--- src/rtl/alu_issue.sv ---
// -----------------------------------------------------------------------------
// alu_issue
//
// Purpose:
//   Decode/issue stage that produces the ALU's inputs. One RV64 instruction
//   is accepted per valid/ready handshake together with its PC and register
//   file read data. The integer ALU subset (OP add/sub/xor/or/and, OP-IMM
//   addi/xori/ori/andi, LUI, AUIPC) is decoded into two 64-bit operands and
//   an ALU_CTR opcode. The result sits in a single pipeline register that the
//   downstream ALU and writeback logic consume. Any other encoding is flagged
//   illegal and never writes a register.
//
// Ports:
//   clk        in   rising-edge clock
//   reset      in   synchronous, active-low reset
//   flush      in   drops the held entry and blocks capture this cycle
//   in_valid   in   upstream offers an instruction
//   in_ready   out  stage can accept this cycle (independent of in_valid)
//   instr      in   32-bit instruction word
//   pc         in   64-bit instruction address
//   rs1_data   in   value of x[instr[19:15]]
//   rs2_data   in   value of x[instr[24:20]]
//   out_valid  out  held entry is valid
//   out_ready  in   downstream consumes the held entry this cycle
//   alu_a      out  ALU operand A
//   alu_b      out  ALU operand B
//   alu_ctrl   out  ALU operation
//   rd         out  destination register
//   wen        out  register write enable
//   illegal    out  instruction is outside the decoded subset
//   out_pc     out  PC of the held entry
// -----------------------------------------------------------------------------

package common;

    typedef logic [31:0] u32;
    typedef logic [63:0] u64;

    typedef enum logic [2:0] {
        ADD = 3'd0,
        SUB = 3'd1,
        AND = 3'd2,
        OR  = 3'd3,
        XOR = 3'd4
    } ALU_CTR;

endpackage : common

module alu_issue (
    input  logic                 clk,
    input  logic                 reset,
    input  logic                 flush,
    input  logic                 in_valid,
    output logic                 in_ready,
    input  logic [31:0]          instr,
    input  logic [63:0]          pc,
    input  logic [63:0]          rs1_data,
    input  logic [63:0]          rs2_data,
    output logic                 out_valid,
    input  logic                 out_ready,
    output logic [63:0]          alu_a,
    output logic [63:0]          alu_b,
    output common::ALU_CTR       alu_ctrl,
    output logic [4:0]           rd,
    output logic                 wen,
    output logic                 illegal,
    output logic [63:0]          out_pc
);

    import common::*;

    // Major opcodes of the decoded subset
    localparam logic [6:0] OPC_OP     = 7'b0110011;
    localparam logic [6:0] OPC_OP_IMM = 7'b0010011;
    localparam logic [6:0] OPC_LUI    = 7'b0110111;
    localparam logic [6:0] OPC_AUIPC  = 7'b0010111;

    localparam logic [6:0] F7_BASE    = 7'b0000000;
    localparam logic [6:0] F7_ALT     = 7'b0100000;

    // -------------------------------------------------------------------------
    // Instruction fields
    // -------------------------------------------------------------------------
    logic [6:0]  opcode;
    logic [2:0]  funct3;
    logic [6:0]  funct7;
    logic [4:0]  rd_field;
    logic [63:0] imm_i;
    logic [63:0] imm_u;

    assign opcode   = instr[6:0];
    assign funct3   = instr[14:12];
    assign funct7   = instr[31:25];
    assign rd_field = instr[11:7];
    assign imm_i    = {{52{instr[31]}}, instr[31:20]};
    assign imm_u    = {{32{instr[31]}}, instr[31:12], 12'h000};

    // -------------------------------------------------------------------------
    // Combinational decode
    // -------------------------------------------------------------------------
    // funct3 to ALU op for the logic/add group shared by OP and OP-IMM.
    logic   f3_ok;
    ALU_CTR f3_ctrl;

    always_comb begin
        f3_ok   = 1'b1;
        f3_ctrl = ADD;
        case (funct3)
            3'b000:  f3_ctrl = ADD;
            3'b100:  f3_ctrl = XOR;
            3'b110:  f3_ctrl = OR;
            3'b111:  f3_ctrl = AND;
            default: f3_ok   = 1'b0;
        endcase
    end

    logic   is_op_base;
    logic   is_op_sub;
    logic   is_op_imm;
    logic   is_lui;
    logic   is_auipc;
    logic   dec_legal;
    ALU_CTR dec_ctrl;
    logic [63:0] dec_a;
    logic [63:0] dec_b;
    logic   dec_wen;

    assign is_op_base = (opcode == OPC_OP) && (funct7 == F7_BASE) && f3_ok;
    assign is_op_sub  = (opcode == OPC_OP) && (funct7 == F7_ALT) && (funct3 == 3'b000);
    assign is_op_imm  = (opcode == OPC_OP_IMM) && f3_ok;
    assign is_lui     = (opcode == OPC_LUI);
    assign is_auipc   = (opcode == OPC_AUIPC);

    assign dec_legal  = is_op_base | is_op_sub | is_op_imm | is_lui | is_auipc;
    assign dec_wen    = dec_legal && (rd_field != 5'd0);

    // Illegal encodings fall through every branch and keep the zero/ADD
    // defaults, so no separate masking stage is needed.
    always_comb begin
        dec_ctrl = ADD;
        dec_a    = '0;
        dec_b    = '0;
        if (is_op_base) begin
            dec_ctrl = f3_ctrl;
            dec_a    = rs1_data;
            dec_b    = rs2_data;
        end else if (is_op_sub) begin
            dec_ctrl = SUB;
            dec_a    = rs1_data;
            dec_b    = rs2_data;
        end else if (is_op_imm) begin
            dec_ctrl = f3_ctrl;
            dec_a    = rs1_data;
            dec_b    = imm_i;
        end else if (is_lui) begin
            dec_ctrl = ADD;
            dec_a    = '0;
            dec_b    = imm_u;
        end else if (is_auipc) begin
            dec_ctrl = ADD;
            dec_a    = pc;
            dec_b    = imm_u;
        end
    end

    // -------------------------------------------------------------------------
    // Handshake
    // -------------------------------------------------------------------------
    logic accept;
    logic consume;

    assign in_ready = !out_valid || out_ready;
    assign accept   = in_valid && in_ready && !flush;
    assign consume  = out_valid && out_ready;

    // -------------------------------------------------------------------------
    // Pipeline register
    // -------------------------------------------------------------------------
    // Payload only moves on accept or reset; consume and flush drop out_valid
    // but leave the last payload visible.
    always_ff @(posedge clk) begin
        if (!reset) begin
            out_valid <= 1'b0;
            alu_a     <= '0;
            alu_b     <= '0;
            alu_ctrl  <= ADD;
            rd        <= '0;
            wen       <= 1'b0;
            illegal   <= 1'b0;
            out_pc    <= '0;
        end else begin
            if (flush) begin
                out_valid <= 1'b0;
            end else if (accept) begin
                out_valid <= 1'b1;
            end else if (consume) begin
                out_valid <= 1'b0;
            end

            if (accept) begin
                alu_a    <= dec_a;
                alu_b    <= dec_b;
                alu_ctrl <= dec_ctrl;
                rd       <= rd_field;
                wen      <= dec_wen;
                illegal  <= !dec_legal;
                out_pc   <= pc;
            end
        end
    end

endmodule : alu_issue

--- config.mk ---
export PLATFORM = sky130hd
export DESIGN_NAME = alu_issue
export DESIGN_NICKNAME = d
export VERILOG_FILES = /design/src/rtl/alu_issue.sv
export SDC_FILE = /design/constraint.sdc
export NUM_CORES = 1
export LEC_CHECK = 0
export ABC_AREA = 1
export ABC_CLOCK_PERIOD_IN_PS = 3800
export CORE_AREA = 3 3 166 168
export CTS_CLUSTER_DIAMETER = 40
export CTS_CLUSTER_SIZE = 40
export DETAILED_ROUTE_END_ITERATION = 7
export DIE_AREA = 0 0 169 171
export PLACE_DENSITY = 0.72
export SYNTH_ARGS = -nofsm -noshare
export SYNTH_HDL_FRONTEND = slang
export SYNTH_SLANG_ARGS = --single-unit
--- constraint.sdc ---
create_clock -name clk -period 3.8 [get_ports clk]
set_clock_uncertainty 0.05 [all_clocks]
set_input_delay 0.57 -clock clk [delete_from_list [all_inputs] [get_ports clk]]
set_output_delay 0.57 -clock clk [all_outputs]
set_load 0.005 [all_outputs]
### After elaboration in Yosys (flattened, before gate mapping)

Index checks and enable logic that the tools add are counted.

* multiply operators: 0
* add/subtract/negate cells: 0
* shifts and indexed selects: 0
* div/mod/pow operators: 0
* magnitude comparators: 0
* equal/unequal tests: 8
* reductions and logical operators: 19
* bitwise gates (word level): 5
* mux-type cells: 17

Operators by type and width (count)
* 64-bit two-way mux: 10
* 7-bit by 6-bit equality test with 1-bit output, second input constant: 3
* 7-bit by 5-bit equality test with 1-bit output, second input constant: 2
* 3-bit equality test, second input constant: 3
* 1-bit logical AND: 9
* 3-bit two-way mux: 3
* 3-bit case mux with 3 select lines: 1
* 7-bit zero test: 1
* 5-bit nonzero test: 1
* 1-bit OR: 4
* 4-bit OR reduction: 1
* 1-bit zero test: 3
* 3-bit zero test: 1
* 1-bit two-way mux: 3
* 2-bit nonzero test: 1
* 2-bit OR reduction: 1
* 1-bit logical OR: 1
* 1-bit inverter: 1

* latch bits: 0
* memory bits (writable): 0
* logic and storage cells: 57
* output and inout port bits: 204
* bits of input ports: 229
* register bits: 203
* memory bits (read-only): 0
* memories: 0

### Logic depth before layout (Yosys ltp)

* depth after elaboration: 9
* depth in mapped cells: 12
* depth with buffers taken out: 10

### Least setup slack after synthesis

Ideal clock, no wire load.

* path kind: input -> register
* from: input port instr[6]
* to: register alu_a[13]
* setup time: 0.069 ns
* cell stages on the path: 11
* data required time: 3.681 ns
* path buffers: 2
* arrival time: 1.627 ns
* setup slack: 2.053 ns
* cell sequence: inv_1 > nand3_1 > nor2_4 > buf_6 > buf_2 > nand3_1 > nand2_1 > inv_2 > nand3_1 > nand2_1 > a21oi_2

* longest elaborated chain between the ends: 6
* elaborated cells on any way between the ends: 14
* those cells by class: eq/ne: 4; mux: 5; reduce/logical: 5

RTL lines
* start: declaration: RTL line 55 `input logic [31:0] instr,`
* 7-bit by 5-bit equality test with 1-bit output: RTL line 132 `assign is_auipc = (opcode == OPC_AUIPC);`
* 64-bit two-way mux: RTL line 159 `end else if (is_auipc) begin`
* 64-bit two-way mux: RTL line 155 `end else if (is_lui) begin`
* 64-bit two-way mux: RTL line 151 `end else if (is_op_imm) begin`
* 64-bit two-way mux: RTL line 147 `end else if (is_op_sub) begin`
* 64-bit two-way mux (*): RTL line 143 `if (is_op_base) begin`
* end signal: assignment: RTL line 184 `alu_a <= '0;`
* end signal: assignment: RTL line 201 `alu_a <= dec_a;`
* end: declaration: RTL line 61 `output logic [63:0] alu_a,`

Every way passes the cells marked *; elsewhere a longest branch is shown, timed or not.
A chain may end at the register's enable or synchronous reset.

### Final worst setup path

* from: input port in_valid
* to: register alu_b[53]

* longest elaborated chain between the ends: 2

RTL lines
* start: declaration: RTL line 53 `input logic in_valid,`
* 1-bit logical AND (2 in series): RTL line 173 `assign accept = in_valid && in_ready && !flush;`
* end signal: assignment: RTL line 185 `alu_b <= '0;`
* end signal: assignment: RTL line 202 `alu_b <= dec_b;`
* end: declaration: RTL line 62 `output logic [63:0] alu_b,`

Every way passes these cells.

==> metrics <==
worst slack, placed 0.8627 ns; clk slew on worst S/H paths about 0.060 ns; CP arrival 2.76 ns; DRC Markers 0; cell area power density 420.5 mW/mm²; clock insertion delay at the later pin of the skew report around 0.50 ns; crit path cell chain clkdlybuf4s50_1, inv_1, nor3_4, inv_4, a21oi_4, buf_4, a21oi_1; CP Launch Type primary input; worst path required time 4.12 ns; IO Pins 433; vias in the first global route 10911; final WL 40120 µm; core region area 0.02606 mm²; Max Slew Vio Count 0; mean area per synthesized cell ~6.6 µm²; Final Critical Period about 2.4 ns; count leader, synth nand2_1; CTS tree yes; Static Leak 6.300 nW; layout net count around 2100; largest net degree at the start of global routing 126; top achievable clock speed 0.4094 GHz; Yosys top cell area share 0.4155; Max Fanout on Critical Path 47; via count 11578; Max Root-Sink Buffers 3; Tcrit/Tclk final 0.6428; CTS root buffer clkbuf_16; die height 171 µm; peak supply drop 0.4039 mV; Final setup viols 0; die area 0.02890 mm²; RSZ-0062 raised after global routing false; initial antenna violation count 3; WL/cell approximately 18 µm; drt first pass iters 8; DP Wirelength 27520 µm; clk sink count 203; relative slew slack 0.2814; final setup TNS 0 ns; total overflow reported by the global router 0; Unique masters post-synth 29; Seq/Total Area, Yosys 0.4155; total CTS buffers 37; FILL cells 2421; Post-CTS Hold Fix Bufs 0; DRT iter0 DRCs 937; cell area after synthesis approximately 0.0098 mm²; Synthesis Warnings 0; Cell Rows 59; largest area contributor in the netlist dfxtp_1; slowest CP cell nor3_4; Total GRT Usage 0.2615; Crit Path Class in2reg; PostCTS Resize Cnt 0; Starting Density 0.3754; CP endpoint kind flip-flop; post-route cell area 0.01542 mm²; hold crit path type reg2reg; I/O Buffers 432; FF+latch count, synth 203; Synth-to-Final Area Change 57.66%; syn_nets around 1700; Die W around 170 µm; Post-CTS Setup Bufs 0; final hold vios 0; top_reg_cell synth dfxtp_1; post-synthesis async set-or-reset flop share 0; H-Tree Depth 2; Buf+Inv Stages, Crit Path 4; max_cap viols 0; status finished, final reports clean; Syn Inst Count 1482; most frequent cells after synthesis 325 x nand2_1, 254 x nor2_1, 203 x dfxtp_1, 178 x nand3_1, 110 x o21ai_0; max incr delay on CP between 0.5 and 0.6 ns; worst-margin pin slew 1.078 ns; layout cells sized above 1 0.05736; Area contributors post-synth dfxtp_1 42%, nand2_1 12%, nor2_1 9.7%; Detail Route Antenna Nets 0; Post-synth EDFFs 0; first-pass GRT wire length 60950 µm; Vias/cell 5.215; crit-path leading delay family buffers and inverters; Final GP Congestion 0.8784; dpl cell area between 0.01 and 0.015 mm²; final hold slack 0.4136 ns; setup ws final 1.357 ns
[kinds of logic after synthesis]
| group | Yosys count | share of synthesized area |
|---|---|---|
| AOI/OAI and AO/OA | 195 | 0.1042 |
| buffers and inverters | 233 | 0.1032 |
| DFF | 203 | 0.4155 |
| and+or+nand+nor | 851 | 0.3771 |
[worst min-delay path: stages (launching register included)]
cell	delay (ns)
dfxtp_1	0.30
nand2_1	0.06
a21oi_1	0.05
[layout make-up]
| class | count | area, µm² | share of cell area |
|---|---|---|---|
| antenna | 2 | 5.005 | 0.0003245 |
| inverter | 117 | 444.2 | 0.02880 |
| clock buffer | 48 | 1030 | 0.06677 |
| sequential | 203 | 4064 | 0.2635 |
| tap | 335 | 419.2 | 0.02718 |
| multi-input combinational | 1046 | 4731 | 0.3067 |
| clock inverter | 19 | 222.7 | 0.01444 |
| timing repair buffer | 450 | 4507 | 0.2922 |
[routing by layer]
layer / global-route usage / share of wire / vias up
li1: - / - / 5563
met1: 0.3135 / 0.39 / 5339
met2: 0.4490 / 0.48 / 564
met3: 0.07371 / 0.094 / 110
met4: 0.09668 / 0.036 / 2
met5: 0 / 0.00032 / -
[stage by stage]
step                      utilization  instances  power, mW
after global placement         0.5436       2151      3.210
after floorplan                     -       1482      2.631
after detailed placement       0.5436       2151      3.221
after CTS                      0.5916       2218      6.541
final                          0.5918       2220      6.485
after global routing           0.5918       2220      6.727
[where the power goes]
group          switching [mW]  internal (mW)  total, mW  leakage [nW]
logic                   0.404          0.481      0.885          4.04
clock network            1.11           2.19       3.30         0.601
registers              0.0543           2.25       2.30          1.66
total                    1.57           4.91       6.48          6.30
[final timing paths]
| check | from | to | slack (ns) | cells after the start |
|---|---|---|---|---|
| worst max-delay path | in_valid | alu_b[53] | 1.36 | 7 |
| worst min-delay path | alu_a[50] | alu_a[50] | 0.41 | 2 |
| worst max register to register | out_valid | alu_b[53] | 1.61 | 7 |
| worst min register to register | alu_a[50] | alu_a[50] | 0.41 | 2 |
[layout by cell type (no fill, tap or decap), types with 5 or more instances in the layout]
| cell type | Yosys | layout |
|---|---|---|
| clkbuf_16 | 0 | 39 |
| nand4_1 | 79 | 79 |
| clkdlybuf4s50_1 | 0 | 431 |
| dfxtp_1 | 203 | 203 |
| o21ai_0 | 110 | 110 |
| inv_1 | 107 | 107 |
| nor2_1 | 254 | 254 |
| clkinv_2 | 1 | 8 |
| inv_2 | 7 | 5 |
| clkbuf_1 | 51 | 7 |
| nand3_1 | 178 | 178 |
| clkinvlp_4 | 0 | 5 |
| buf_4 | 18 | 15 |
| nand2_1 | 325 | 325 |
| a21oi_2 | 6 | 6 |
| a21oi_1 | 74 | 74 |
[state kept, by name, indices dropped and copies added, names as in the netlist]
register	flops
alu_b	64
illegal	1
wen	1
out_valid	1
out_pc	64
alu_a	64
alu_ctrl	3
rd	5
No activity file was read; power rests on OpenSTA's default activity.
